--- src/rtl/sync_4bit_up_counter.sv ---
// Modulo-MOD 4-bit synchronous up counter with load, sticky flags, cascade tc.
// Ports: clk, rst, en, load, load_val[3:0], clr_err in; Q, Q_bar, tc, ovf, load_err out.
module sync_4bit_up_counter #(
  parameter int MOD = 16
) (
  input  logic       clk,
  input  logic       rst,
  input  logic       en,
  input  logic       load,
  input  logic [3:0] load_val,
  input  logic       clr_err,
  output logic [3:0] Q,
  output logic [3:0] Q_bar,
  output logic       tc,
  output logic       ovf,
  output logic       load_err
);

  localparam logic [3:0] LAST = 4'(MOD - 1);
  localparam logic [4:0] MODW = 5'(MOD);

  logic [3:0] q_q, q_d;
  logic       ovf_q, ovf_d;
  logic       lerr_q, lerr_d;
  logic       at_last;
  logic       val_ok;
  logic       wrap;
  logic       bad_ld;

  assign at_last = (q_q == LAST);
  // widen so MOD=16 compares correctly
  assign val_ok  = ({1'b0, load_val} < MODW);

  always_comb begin
    q_d    = q_q;
    wrap   = 1'b0;
    bad_ld = 1'b0;
    if (load) begin
      if (val_ok) begin
        q_d = load_val;
      end else begin
        q_d    = 4'h0;
        bad_ld = 1'b1;
      end
    end else if (en) begin
      if (at_last) begin
        q_d  = 4'h0;
        wrap = 1'b1;
      end else begin
        q_d = q_q + 4'd1;
      end
    end
  end

  // a flag being set on this edge beats a clear request
  always_comb begin
    ovf_d  = ovf_q;
    lerr_d = lerr_q;
    if (clr_err) begin
      ovf_d  = 1'b0;
      lerr_d = 1'b0;
    end
    if (wrap) begin
      ovf_d = 1'b1;
    end
    if (bad_ld) begin
      lerr_d = 1'b1;
    end
  end

  always_ff @(posedge clk) begin
    if (rst) begin
      q_q    <= 4'h0;
      ovf_q  <= 1'b0;
      lerr_q <= 1'b0;
    end else begin
      q_q    <= q_d;
      ovf_q  <= ovf_d;
      lerr_q <= lerr_d;
    end
  end

  assign Q        = q_q;
  assign Q_bar    = ~q_q;
  // combinational so a next stage can use it as its enable
  assign tc       = en & ~load & ~rst & at_last;
  assign ovf      = ovf_q;
  assign load_err = lerr_q;

endmodule
--- config.mk ---
export PLATFORM = sky130hd
export DESIGN_NAME = sync_4bit_up_counter
export DESIGN_NICKNAME = d
export VERILOG_FILES = /design/src/rtl/sync_4bit_up_counter.sv
export SDC_FILE = /design/constraint.sdc
export NUM_CORES = 1
export LEC_CHECK = 0
export CAP_MARGIN = 5
export CORE_AREA = 10 10 47 49
export CTS_CLUSTER_DIAMETER = 60
export DETAILED_ROUTE_END_ITERATION = 8
export DIE_AREA = 0 0 57 59
export SKIP_CTS_REPAIR_TIMING = 1
export SYNTH_ARGS = -nofsm -noshare
export SYNTH_HDL_FRONTEND = slang
export SYNTH_SLANG_ARGS = --single-unit
export TNS_END_PERCENT = 30
--- constraint.sdc ---
create_clock -name clk -period 1.7 [get_ports clk]
set_input_delay 0.255 -clock clk [delete_from_list [all_inputs] [get_ports clk]]
set_output_delay 0.255 -clock clk [all_outputs]
set_load 0.005 [all_outputs]
* Word-level counts from Yosys, hierarchy flattened
Cells that the tools add are included.
Word-level totals: latch bits 0, bits in writable memories 0, input port bits 9, memories 0, register bits after elaboration 5, word-level logic and storage cells 20, output and inout port bits 11, memory bits (read-only) 0
Cells by class: add/sub/neg operators 1, reduce and logical (&&, ||, !) cells 2, muxes and demuxes 8, shift operators 0, bitwise gates (word level) 6, multiply operators 0, equal/unequal tests 1, magnitude comparators 0, divide/modulo/power cells 0
Operator list (count):
- $mux 4 | 3
- $mux 1 | 5
- $add 4x1->4 const B | 1
- $eq 4x4->1 const B | 1
- $not 4->4 | 1
- $reduce_bool 2->1 | 2
- $and 1x1->1 | 3
- $not 1->1 | 2

* Longest topological paths before layout
Gate-level depths: netlist of the first run.
depth in word-level cells 5, depth in mapped cells 4, mapped depth without buffers 4

* Worst setup path after synthesis of the first run
No wires, ideal clock.
path kind flip-flop to flip-flop, start point register q_q[0] (netlist: Q[0]), end point register q_q[0] (netlist: Q[0]), stages on the path, launching flop included 5, data arrival time 1.231 ns, data required time 1.605 ns, path buffers 0, clock period less this slack 1.326 ns, slack 0.374 ns, setup time 0.095 ns, path through dfxtp_1 ha_1 and3_1 or3_1 a221oi_1
Between the ends: cells in the longest elaborated chain, start to end 4, elaborated cells between the ends (all ways) 5, classes of those cells 1 x add/sub; 1 x eq/ne; 3 x mux
Ends and longest elaborated chain:
- from (decl) | line 22 | logic [3:0] q_q, q_d;
- from (signal assigned) | line 77 | q_q <= q_d;
- $add 4x1->4 or $eq 4x4->1 (tied branches) | line 50, 30
- $mux 4 (*) | line 46 | if (at_last) begin
- $mux 4 (*) | line 45 | end else if (en) begin
- $mux 4 (*) | line 38 | if (load) begin
Every way passes the cells marked *; elsewhere a longest branch is shown, timed or not. The select of a mux whose other input is x is not followed. A chain may end at the register's enable or synchronous reset.

* Final worst setup path of the first run
start point register q_q[1] (netlist: Q[1]), end point output port tc
Between the ends: cells in the longest elaborated chain, start to end 2
Ends and longest elaborated chain:
- $eq 4x4->1 | line 30 | assign at_last = (q_q == LAST);
- $and 1x1->1 | line 86 | assign tc = en & ~load & ~rst & at_last;
- to (decl) | line 14 | output logic tc,
No other way between the ends.

==> impl_metrics.yaml, run 1 <==
place:
  routabilityCongestion: 0.736
  hpwl_um: 772
  pre_cts_slack_ns: -0.0111
  io_buffer_count: 18
  dpl.cell_count: 77
setup_path:
  cp-end-kind: "output port"
  r2r-start: "Q[0]$_SDFFE_PP0P_"
  crit_path_max_fanout: 3
  arrival_ns: 1.29
  cp_slowest_cell: "dfxtp_1"
  critPathBufInv: 1
  cp_top_family: "simple AND/OR/NAND/NOR gates"
  max_stage_delay_ns: 0.34
  critical_path_required_ns: 1.44
  worstSetupStartpointType: "flop"
  worstSetupPathType: "flop to output port"
  crit_chain: "ha_2 -> and3_4 -> nand3_1 -> nor2_1 -> dlymetal6s2s_1"
  worstSetupStartpoint: "Q[1]$_SDFFE_PP0P_"
pwr:
  vdd_drop_max_v: 0.000279
  power_switching_share_pct: 24.4
  power_frac_comb_pct: 26.0
  power_mw: 0.365
  p_leak_nw: 0.251
  pwr-share-seq_pct: 35.7
  switching_power_mw: 0.0892
  clkPwrFrac_pct: 38.3
  p_per_area_nw_per_um2: 646
  intPower_mw: 0.276
cells_and_area:
  ff_latch_area_um2: 100
  layout_commonest_cell: "clkdlybuf4s50_1"
  diodes: 0
  final_cell_mix: "17 x clkdlybuf4s50_1, 7 x buf_4, 6 x inv_1, 5 x dfxtp_1, 4 x a21oi_1"
  fill_cells: 153
  synthToLayoutAreaGrowth_pct: 99.1
  stdcell_count: 81
  multi_input_area_um2: 158
  drive_above_1_share_pct: 21.5
  nNetsFinal: 76
clock_tree:
  root_buffer: "clkbuf_4"
  cts_inserted_buffers: 3
  cts_tree: "built"
  clk_latency_ns: 0.24
  clkTransAtPathRegs_ns: 0.04
  cts.path.max_buffers: 2
  cts.sinks: 5
  h-tree-depth: 1
grt:
  gr-total-overflow: 0
  grt_use_met1_pct: 5.36
  use_met3_pct: 3.43
  grt_start_max_net_pins: 7
  busiest_layer: "met2"
  grt_pass1_vias: 338
  grt_usage_pct: 5.49
  antenna_found_initial: 0
  grt_pass1_wl_mm: 1.46
  grt_use_met2_pct: 8.37
route:
  drc: 0
  vias: 342
  drtPass1Iterations: 2
  postRouteAntennaNets: 0
  drt_iter0_drc: 3
  via_per_inst: 4.22
  wl_um: 915
  routedWlPerCell_um: 11.3
synthesis:
  synth_area_um2: 284
  async_flop_share_pct: 0
  yosysSeqAreaShare_pct: 35.2
  synth_edf_count: 0
  syn-num-nets: 47
  syn_inst: 37
  ys_types: 20
  synth-seq-cells: 5
  synth_flop_cell: "dfxtp_1"
  ys_warn_count: 0
  avgSynthCellArea_um2: 7.68
die:
  initial_core_util_pct: 20.3
  io_pins: 20
  die_x_um: 57
  die_h_um: 59
  dieArea_um2: 3360
  core-area_um2: 1400
  fp-row-count: 14
min_path:
  min_from: "ovf$_SDFFE_PP0P_"
  hold_path_class: "flop to flop"
sta:
  finalMaxSlewViolations: 0
  setup_viol: 0
  fin_crit_ns: 1.55
  fmax_mhz: 646
  hold_violations: 0
  worst_slack_ns: 0.153
  clock_skew_ns: 0.00200
  period_share_pct: 91.0
  rsz0062_at_grt: "no"
run_status:
  outcome: "complete, no violations"
run:
  drv_cap: 0
[state kept, by name, indices dropped and copies added, names as in the netlist]
| name | count |
|---|---|
| ovf | 1 |
| Q | 4 |
[cell type report]
cell class              instances  share of cell area (%)
inverters                       7                    4.65
well taps                      16                    3.54
clock buffers                   4                    4.65
multi-input cells              24                    27.9
flip-flops and latches          5                    17.7
repair buffers                 25                    41.6
[worst reg2reg max path: cells and delay by family (launching register included)]
kind | cells | cell delay, ns
fa+ha+maj | 1 | 0.19
compound gates | 1 | 0.22
flops | 1 | 0.32
simple gates | 2 | 0.49
[path summary, 6_finish.rpt]
path                       endpoint  slack (ns)  depth (start not counted)
setup reg to reg  Q[0]$_SDFFE_PP0P_        0.39                          4
hold / removal     ovf$_SDFFE_PP0P_        0.47                          2
setup / recovery                 tc        0.15                          5
hold reg to reg    ovf$_SDFFE_PP0P_        0.47                          2
[kinds of logic after synthesis]
family	after synthesis	share of synthesized area, %
mux	1	3.96
xor+xnor	2	6.17
other cells	1	1.32
simple gates	12	22.0
buf+inv	8	11.9
fa+ha+maj	1	4.40
flops	5	35.2
compound gates	7	15.0
[layer usage]
layer  vias up  share of wire (%)
li1        180                  -
met1       146                 43
met2        14                 45
met3         2                9.9
met4         0                1.9
met5         -                  0
[per-stage QoR]
step | hold slack, ns | setup TNS (ns) | cell area, um^2 | utilization [%]
floorplan | 0.324 | 0 | 284 | -
global placement | 0.460 | 0 | 529 | 37.8
detailed placement | 0.469 | -0.0111 | 529 | 37.8
CTS | 0.477 | -0.266 | 556 | 39.6
global route | 0.512 | 0 | 566 | 40.4
finish | 0.475 | 0 | 566 | 40.4
[power by group through the flow]
stage	clock network (mW)	logic, mW	registers (mW)
finish	0.140	0.0950	0.130
detailed placement	0	0.0952	0.132
global placement	0	0.0944	0.131
global route	0.149	0.103	0.131
floorplan	0	0.0275	0.134
CTS	0.146	0.0959	0.130
[cell usage after synthesis (all sizes together), types with 2 or more instances]
cell type,n,area (um^2)
nand2,3,11.3
a21oi,4,20.0
inv,7,26.3
nand3,2,10.0
nor2,2,7.51
xnor2,2,17.5
dfxtp,5,100
Power figures use the tool's default switching activity.
==> inputs of run 2 (changes only) <==
--- a/config.mk
+++ b/config.mk
@@ -6,10 +6,14 @@
 export NUM_CORES = 1
 export LEC_CHECK = 0
 export CAP_MARGIN = 5
-export CORE_AREA = 10 10 47 49
+export CELL_PAD_IN_SITES_DETAIL_PLACEMENT = 1
+export CELL_PAD_IN_SITES_GLOBAL_PLACEMENT = 2
+export CORE_AREA = 10 10 55 57
 export CTS_CLUSTER_DIAMETER = 60
 export DETAILED_ROUTE_END_ITERATION = 8
-export DIE_AREA = 0 0 57 59
+export DIE_AREA = 0 0 65 67
+export PLACE_DENSITY_LB_ADDON = 0.1
+export SETUP_SLACK_MARGIN = 0.02
 export SKIP_CTS_REPAIR_TIMING = 1
 export SYNTH_ARGS = -nofsm -noshare
 export SYNTH_HDL_FRONTEND = slang
==> run 2 against run 1 <==
Effect of this change:
- die area rose by 29%
- flip-flop and latch count did not move
- via count rose by 1.8%
- combinational power rose by 3.5%
- largest cell class unchanged
- total power rose by 0.38%
==> impl_metrics.yaml, run 2 (synthesis results as in run 1) <==
setup_path:
  r2r_slack_ns: 0.26
  worstSetupStartpointType: "flop"
  critical_path_required_ns: 1.44
  crit_path_max_fanout: 3
  arrival_ns: 1.27
  cp-end-kind: "output port"
  worstSetupPathType: "flop to output port"
die:
  initial_core_util_pct: 14.6
  fp-row-count: 16
  dieArea_um2: 4360
  die_h_um: 67
  core-area_um2: 1940
  die_x_um: 65
  io_pins: 20
run:
  drv_cap: 0
route:
  vias: 348
  postRouteAntennaNets: 0
  drtPass1Iterations: 1
  wl_mm: 1.07
  via_per_inst: 3.70
  drc: 0
  routedWlPerCell_um: 11.4
  drt_iter0_drc: 0
place:
  io_buffer_count: 18
  pre_cts_slack_ns: -0.0297
  hpwl_um: 917
  routabilityCongestion: 0.677
sta:
  clock_skew_ns: 0.000436
  setup-tns-final_ns: 0
  hold_violations: 0
  setup_viol: 0
  fin_crit_ns: 1.53
  worst_slack_ns: 0.174
  fmax_mhz: 656
  period_share_pct: 89.7
  worst_hold_slack_ns: 0.478
  finalMaxSlewViolations: 0
  rsz0062_at_grt: "no"
clock_tree:
  cts_tree: "built"
  root_buffer: "clkbuf_4"
  clkTransAtPathRegs_ns: 0.04
  cts_inserted_buffers: 3
  cts.sinks: 5
  h-tree-depth: 1
  clk_latency_ns: 0.24
  cts.path.max_buffers: 2
cells_and_area:
  diodes: 0
  nNetsFinal: 78
  final_cell_mix: "17 x clkdlybuf4s50_1, 9 x buf_4, 6 x inv_1, 4 x dfxtp_1, 4 x a21oi_1"
  drive_above_1_share_pct: 23.9
  layout_commonest_cell: "clkdlybuf4s50_1"
  synthToLayoutAreaGrowth_pct: 108
  largest_reg_flops: 4
grt:
  grt_start_max_net_pins: 7
  antenna_found_initial: 0
  grt_pass1_wl_mm: 1.86
  grt_pass1_vias: 397
  gr-total-overflow: 0
  grt_usage_pct: 5.77
min_path:
  hold_path_class: "flop to flop"
pwr:
  vdd_drop_max_v: 0.000194
  p_per_area_nw_per_um2: 621
  p_leak_nw: 0.264
run_status:
  outcome: "complete, no violations"
run 2: final timing paths:
kind / startpoint / end / cells after the start
worst max-delay path: Q[2]$_SDFFE_PP0P_ / Q_bar[2] / 3
worst min register to register: ovf$_SDFFE_PP0P_ / ovf$_SDFFE_PP0P_ / 2
worst max register to register: Q[0]$_SDFFE_PP0P_ / Q[0]$_SDFFE_PP0P_ / 5
worst min-delay path: ovf$_SDFFE_PP0P_ / ovf$_SDFFE_PP0P_ / 2
run 2: worst max-delay path, cell delays in order, from the launching register on:
cell,delay (ns)
dfxtp_1,0.30
buf_4,0.14
inv_1,0.08
clkdlybuf4s50_1,0.51
run 2: power by group:
part	internal [mW]	leakage, nW	switching, mW
logic	0.0643	0.208	0.0340
clock network	0.0888	0.0150	0.0500
registers	0.125	0.0415	0.00478
total	0.278	0.264	0.0888
run 2: metal layers:
layer / up-vias / track usage [%] / wire length [um]
met3: 2 / 4.35 / 133
met1: 149 / 5.72 / 471
met5: - / 0 / 0
met2: 15 / 8.25 / 454
met4: 0 / 4.01 / 10
li1: 182 / - / -
run 2: stage by stage:
stage | total power [mW] | instance area [um^2] | std cells | utilization [%]
2_1_floorplan | 0.161 | 284 | 37 | -
3_3_place_gp | 0.233 | 558 | 90 | 28.7
3_5_place_dp | 0.232 | 558 | 90 | 28.7
4_1_cts | 0.378 | 584 | 94 | 30.1
5_1_grt | 0.398 | 591 | 94 | 30.4
6_report | 0.367 | 591 | 94 | 30.4
run 2: cell type report:
type | instances | area [um^2]
clock buffer | 4 | 26.3
fill | 246 | 1350
inverter | 7 | 26.3
multi-input combinational | 24 | 153
sequential | 5 | 101
tap | 27 | 33.8
timing repair buffer | 27 | 250
